--- config.mk ---
export PLATFORM = sky130hd
export DESIGN_NAME = logic_basic_downsizer
export DESIGN_NICKNAME = d
export VERILOG_FILES = /design/src/rtl/logic_basic_pkg.sv /design/src/rtl/logic_basic_downsizer.sv
export SDC_FILE = /design/constraint.sdc
export NUM_CORES = 1
export LEC_CHECK = 0
export CORE_AREA = 10 10 47 49
export CTS_BUF_LIST = sky130_fd_sc_hd__clkbuf_2 sky130_fd_sc_hd__clkbuf_4 sky130_fd_sc_hd__clkbuf_8
export CTS_CLUSTER_DIAMETER = 60
export DETAILED_ROUTE_END_ITERATION = 7
export DIE_AREA = 0 0 57 59
export HOLD_SLACK_MARGIN = 0.06
export RECOVER_POWER = 100
export SLEW_MARGIN = 25
export SYNTH_ARGS = -nofsm -noshare
export SYNTH_HDL_FRONTEND = slang
export SYNTH_SLANG_ARGS = --single-unit
--- constraint.sdc ---
create_clock -name aclk -period 2 [get_ports aclk]
set_clock_uncertainty 0.1 [all_clocks]
set_input_delay 0.4 -clock aclk [delete_from_list [all_inputs] [get_ports aclk]]
set_output_delay 0.4 -clock aclk [all_outputs]
set_load 0.01 [all_outputs]
--- src/rtl/logic_basic_pkg.sv ---
// Shared types and helpers for the logic_basic stream blocks.
// Holds the downsizer FSM state type and the beat-to-slice mapping.
package logic_basic_pkg;

    typedef enum logic {
        FSM_IDLE = 1'b0,
        FSM_DATA = 1'b1
    } fsm_state_e;

    // Slice of the wide word that carries beat k, for either beat ordering.
    function automatic int unsigned slice_index(input int unsigned k,
                                                input int unsigned ratio,
                                                input bit          msb_first);
        return msb_first ? (ratio - 1 - k) : k;
    endfunction

endpackage

--- src/rtl/logic_basic_downsizer.sv ---
// Stream width downsizer: one RATIO*WIDTH-bit rx word becomes RATIO WIDTH-bit tx beats.
// Define LOGIC_BASIC_DOWNSIZER_MSB_FIRST_EN to send the most significant slice first.
//
// Handshake: a transfer happens on a rising aclk edge where valid && ready on that side.
// tx_tvalid never depends on tx_tready; rx_tready depends combinationally on tx_tready so
// a new word is taken on the same edge the last beat of the current word leaves.
module logic_basic_downsizer
    import logic_basic_pkg::*;
#(
    parameter int WIDTH         = 1,
    parameter int RATIO         = 4,
    parameter int COUNTER_WIDTH = $clog2(RATIO)
) (
    input  logic                     aclk,
    input  logic                     areset_n,
    input  logic                     rx_tvalid,
    input  logic [WIDTH*RATIO-1:0]   rx_tdata,
    output logic                     rx_tready,
    input  logic                     tx_tready,
    output logic                     tx_tvalid,
    output logic [WIDTH-1:0]         tx_tdata,
    output logic                     debug_state
);

    localparam int DATA_W = WIDTH * RATIO;

`ifdef LOGIC_BASIC_DOWNSIZER_MSB_FIRST_EN
    localparam bit MSB_FIRST = 1'b1;
`else
    localparam bit MSB_FIRST = 1'b0;
`endif

    localparam int unsigned              OUT_SLICE = slice_index(0, RATIO, MSB_FIRST);
    localparam logic [COUNTER_WIDTH-1:0] LAST_BEAT = COUNTER_WIDTH'(RATIO - 1);

    if (WIDTH < 1) begin : g_drc_width
        $error("logic_basic_downsizer: WIDTH must be >= 1");
    end
    if (RATIO < 2) begin : g_drc_ratio
        $error("logic_basic_downsizer: RATIO must be >= 2");
    end

    fsm_state_e               state_q, state_d;
    logic [COUNTER_WIDTH-1:0] count_q, count_d;
    logic [DATA_W-1:0]        hold_q, hold_d;
    logic [DATA_W-1:0]        hold_shifted;
    logic                     ready_en_q;
    logic                     last;
    logic                     rx_hs;
    logic                     tx_hs;

    assign last        = (count_q == LAST_BEAT);
    assign tx_tvalid   = (state_q == FSM_DATA);
    assign rx_tready   = ready_en_q && ((state_q == FSM_IDLE) ||
                                        ((state_q == FSM_DATA) && last && tx_tready));
    assign rx_hs       = rx_tvalid && rx_tready;
    assign tx_hs       = tx_tvalid && tx_tready;
    assign tx_tdata    = hold_q[OUT_SLICE*WIDTH +: WIDTH];
    assign debug_state = state_q;

    // Move the next slice into the output position.
`ifdef LOGIC_BASIC_DOWNSIZER_MSB_FIRST_EN
    assign hold_shifted = {hold_q[DATA_W-WIDTH-1:0], {WIDTH{1'b0}}};
`else
    assign hold_shifted = {{WIDTH{1'b0}}, hold_q[DATA_W-1:WIDTH]};
`endif

    always_comb begin
        state_d = state_q;
        count_d = count_q;
        hold_d  = hold_q;
        if (rx_hs) begin
            hold_d  = rx_tdata;
            count_d = '0;
            state_d = FSM_DATA;
        end else if (tx_hs) begin
            // The register is left untouched after the last beat so tx_tdata keeps its value.
            if (last) begin
                count_d = '0;
                state_d = FSM_IDLE;
            end else begin
                count_d = count_q + COUNTER_WIDTH'(1);
                hold_d  = hold_shifted;
            end
        end
    end

    always_ff @(posedge aclk or negedge areset_n) begin
        if (!areset_n) begin
            state_q    <= FSM_IDLE;
            count_q    <= '0;
            hold_q     <= '0;
            ready_en_q <= 1'b0;
        end else begin
            state_q    <= state_d;
            count_q    <= count_d;
            hold_q     <= hold_d;
            ready_en_q <= 1'b1;
        end
    end

`ifdef OVL_ASSERT_ON
    a_count_range : assert property (@(posedge aclk) disable iff (!areset_n)
        int'(count_q) < RATIO);
    a_tx_hold : assert property (@(posedge aclk) disable iff (!areset_n)
        (tx_tvalid && !tx_tready) |=> (tx_tvalid && $stable(tx_tdata)));
`endif

endmodule
## Word-level counts from Yosys, hierarchy flattened

Cells that the tools add are included.
W data, S select, Z words.

- Word-level logic and storage cells: 27
- Register bits after elaboration: 8
- Output and inout bits: 4
- Bits of input ports: 8

- Add/subtract/negate cells: 1
- Reduce and logical (&&, ||, !) cells: 10
- Bitwise gates (word level): 1
- Eq/ne operators: 2
- Multiplexer cells: 9

Operators by type and width:

| cell | number |
|---|---|
| $mux W4 | 3 |
| $mux W2 | 3 |
| $logic_and A1 B1 Y1 | 5 |
| $reduce_and A2 Y1 | 2 |
| $reduce_bool A2 Y1 | 2 |
| $mux W1 | 3 |
| $add A2 B1 Y2 const B | 1 |
| $eq A2 B2 Y1 const B | 1 |
| $ne A2 B1 Y1 const B | 1 |
| $logic_or A1 B1 Y1 | 1 |
| $not A1 Y1 | 1 |

## Longest topological paths before layout

Gate-level depths: netlist (run 1).

- Word-level depth: 8
- Mapped depth: 4
- Gate-level depth less buffers: 4

## Least setup slack after synthesis (run 1)

No wires, ideal clock.

- Path kind: register -> register
- Start: register count_q[0]
- End: register hold_q[0]
- Buffers on the path: 0
- Setup time: 0.125 ns
- Slack: 0.475 ns
- Arrival: 1.300 ns
- Period minus slack after synthesis: 1.525 ns
- Required time: 1.775 ns
- Cell stages (with the launch flop): 5
- Cells stage by stage: dfrtp_1 -> ha_1 -> nand3b_4 -> mux2_1 -> mux2_4

- Cells in the longest elaborated chain, start to end: 8
- Elaborated cells on any way between the ends: 10
- Those cells by class: eq/ne (2); mux (1); reduce/logical (7)

RTL lines:

| what | line | RTL |
|---|---|---|
| start: declaration | logic_basic_downsizer.sv:44 | `logic [COUNTER_WIDTH-1:0] count_q, count_d;` |
| start signal: assignment | logic_basic_downsizer.sv:96 | `count_q <= count_d;` |
| $eq A2 B2 Y1 * | logic_basic_downsizer.sv:52 | `assign last = (count_q == LAST_BEAT);` |
| $logic_and A1 B1 Y1 (2 in a row) | logic_basic_downsizer.sv:55 | `((state_q == FSM_DATA) && last && tx_tready));` |
| $logic_or A1 B1 Y1 | logic_basic_downsizer.sv:54 | `assign rx_tready = ready_en_q && ((state_q == FSM_IDLE) \|\|` |
| $logic_and A1 B1 Y1 | logic_basic_downsizer.sv:54 |  |
| $logic_and A1 B1 Y1 | logic_basic_downsizer.sv:56 | `assign rx_hs = rx_tvalid && rx_tready;` |
| $ne A2 B1 Y1 (no line) or $reduce_bool A2 Y1 (tied branches) | -- |  |
| $reduce_and A2 Y1 (no line) | -- |  |
| end signal: assignment | logic_basic_downsizer.sv:97 | `hold_q <= hold_d;` |
| end: declaration | logic_basic_downsizer.sv:45 | `logic [DATA_W-1:0] hold_q, hold_d;` |

Mark *: on every way between the ends. The rest lies on a longest branch, timed or not.
A chain may end at the register's enable or synchronous reset.

## Final worst setup path (run 1)

- Start: register state_q, in the netlist debug_state
- End: output port debug_state

RTL lines:

| what | line | RTL |
|---|---|---|
| start: declaration | logic_basic_downsizer.sv:43 | `fsm_state_e state_q, state_d;` |
| start signal: assignment | logic_basic_downsizer.sv:95 | `state_q <= state_d;` |
| end: declaration | logic_basic_downsizer.sv:22 | `output logic debug_state` |

No word-level cell between the ends.

==> run_results.csv, run 1 <==
group,metric,value,unit
setup_path,required,1500,ps
synthesis,syn_inst,31,
timing,finalSetupViolations,0,
cells_and_area,layout_common_cells,"8 x dfrtp_1, 6 x clkdlybuf4s50_1, 4 x nand2_1, 4 x dlygate4sd3_1, 4 x clkbuf_1",
cells_and_area,fin_util,39.64,%
synthesis,synth_area_per_cell,13.12,um^2
synthesis,yosys.area.top_type,"dfrtp_1",
drt,drtIter0Drc,1,
clock_network,path_clk_slew,60,ps
grt,grtUsageTotal,5.430,%
timing,holdWs,397.0,ps
drt,vias,283,
floorplanning,rows,14,
cells_and_area,n_antenna_cell,0,
clock_network,numCtsBuffers,3,
clock_network,htreeDepth,1,
synthesis,ys_seq_area_share,49.23,%
clock_network,cts_root_buf,"clkbuf_4",
drt,vias_per_cell,4.422,
grt,grt_pass1_wl,1414,um
synthesis,ys_ff_latch,8,
power_and_ir_drop,p_per_area,1275,nW/um^2
timing,slew_violations,0,
hold_path,hold_class,"in -> async",
drt,firstDrtPassIters,2,
drt,routed_wl,790,um
drt,antenna_left,0,
synthesis,syn-num-nets,40,
run,maxCapViolCount,0,
power_and_ir_drop,power,0.7081,mW
synthesis,post_synth_num_cell_types,17,
drt,drt-wirelength-per-cell,12.34,um
grt,antenna_found_initial,0,
synthesis,ys_top_cells_by_area,"dfrtp_1 49%, mux2_4 11%, mux2_1 5.5%, mux2i_1 4.9%, nand3b_4 4.9%",
timing,post-route-period-util,93.17,%
timing,hold_viol_final,0,
floorplanning,start_util,29.02,%
grt,grt_pass1_vias,322,
setup_path,crit_arrival,1360,ps
cells_and_area,final_area,555.5,um^2
setup_path,worstSetupStartpointType,"register",
place,globalplace.congestion,0.7373,
floorplanning,die_area,3363,um^2
cells_and_area,final_nets,59,
outcome,status,"complete, no violations",
clock_network,clock_latency,250,ps
setup_path,cp_max_fo,4,
place,dp_hpwl,678.3,um
cells_and_area,layoutNonFillerInstCount,64,
power_and_ir_drop,leakage,0.2711,nW
synthesis,netlist_area,406.6,um^2
place,portBuffers,11,
floorplanning,core_area,1401,um^2
power_and_ir_drop,swShare,30.92,%
power_and_ir_drop,pwr-share-comb,45.9,%
power_and_ir_drop,p_int,0.4892,mW
power_and_ir_drop,switchingPower,0.2189,mW
grt,grt_remaining_overflow,0,
power_and_ir_drop,pwr-share-seq,36.6,%
place,dp.cells,61,
synthesis,yosysWarnings,0,
synthesis,synth_top_area_share,49.23,%
setup_path,end_kind,"output port",
power_and_ir_drop,vdd_drop_max,0.5026,mV
power_and_ir_drop,clockPowerShare,17.5,%
floorplanning,dieHeight,59,um
clock_network,cts_buffer_depth,2,
setup_path,critical_path_class,"reg -> out",
timing,timing.fmax,0.5367,GHz
clock_network,cts_tree,"done",
grt,grt_max_degree,9,
timing,min_period,1863,ps
timing,rsz0062_at_grt,"false",
floorplanning,io_pins,12,
floorplanning,die_w,57,um
cells_and_area,final_common_cell,"dfrtp_1",
cells_and_area,synthToLayoutAreaGrowth,36.62,%
setup_path,rrSetupSlack,330,ps
cells_and_area,drive_gt1_share,20.83,%
clock_network,cts_sinks,8,
place,placed_area,559.3,um^2
drt,post-route-drc-count,0,
-- state kept, by name, summed over array words and instances (netlist names) --
name,cells
ready_en_q,1
hold_q,4
count_q,2
debug_state,1
-- layout make-up --
cell class                      instances  area, um^2
Fill cell                             145       845.8
Clock buffer                            3       22.52
Inverter                                1       3.754
Sequential cell                         8       200.2
Tap cell                               16       20.02
Timing Repair Buffer                   15       122.6
Multi-Input combinational cell         21       186.4
-- power by group through the flow --
stage,Clock [mW],Combinational (mW),Sequential (mW)
floorplan,0,0.215,0.275
global placement,0,0.363,0.259
detailed placement,0,0.379,0.264
CTS,0.129,0.378,0.261
global route,0.140,0.360,0.268
finish,0.124,0.325,0.259
-- layer usage --
layer	GRT usage (%)	wire length (um)	up-vias
met4	5.034	26	0
met1	5.181	293	132
li1	-	-	141
met5	0	0	-
met3	1.502	31	4
met2	9.302	438	6
-- cells in the mapped netlist (all sizes together) --
master and n:
or2 1, inv 1, mux2i 2, ha 1, and2 1, dfrtp 8
a21oi 1, mux2 6, conb 1, nand3b 1, buf 1, a21boi 1
nand3 1, nand2 4, a21bo 1
-- metrics by stage --
step	worst slack, ps	setup TNS (ps)
final	136.7	0
after global routing	85.09	0
after CTS	33.20	0
after detailed placement	-208.4	-208.4
after global placement	-189.5	-189.5
after floorplan	474.9	0
-- final timing paths --
kind | start | end | depth (start not counted)
min in group aclk | hold_q[3]$_DFFE_PN0P_ | hold_q[3]$_DFFE_PN0P_ | 2
worst max-delay path | debug_state$_DFFE_PN0P_ | debug_state | 2
worst min register to register | hold_q[3]$_DFFE_PN0P_ | hold_q[3]$_DFFE_PN0P_ | 2
worst max register to register | count_q[0]$_DFFE_PN0P_ | hold_q[2]$_DFFE_PN0P_ | 5
max in group asynchronous | areset_n | debug_state$_DFFE_PN0P_ | 1
worst min-delay path | areset_n | hold_q[2]$_DFFE_PN0P_ | 1
-- critical path: stages, from the launching register on --
cell and delay [ps]:
dfrtp_1 370, buf_4 150, dlygate4sd3_1 600
-- cells by family (layout without fill, tap and decap cells) --
kind of cell	count (synthesis)	after routing	synth area share [%]
AND/OR/NAND/NOR	8	8	14.16
multiplexers	8	8	24.31
AO/OA/AOI/OAI	3	3	5.538
adder cells (fa/ha/maj)	1	1	3.076
other	1	1	0.9222
buffers and inverters	2	19	2.769
flip-flops	8	8	49.23
-- repair_timing --
item	in CTS	in global routing
gates resized for setup	2	1
setup buffers	0	0
setup endpoints to repair	1	1
pin swaps	0	0
cloned	0	0
hold buffers	0	0
Note: power is estimated with default switching activity, not from simulation.
==> inputs of run 2 (changes only) <==
- CTS_CLUSTER_DIAMETER: 60 -> 80
==> results of run 2 <==
Same layout as run 1: the final DEF is identical, and so are final timing and power.
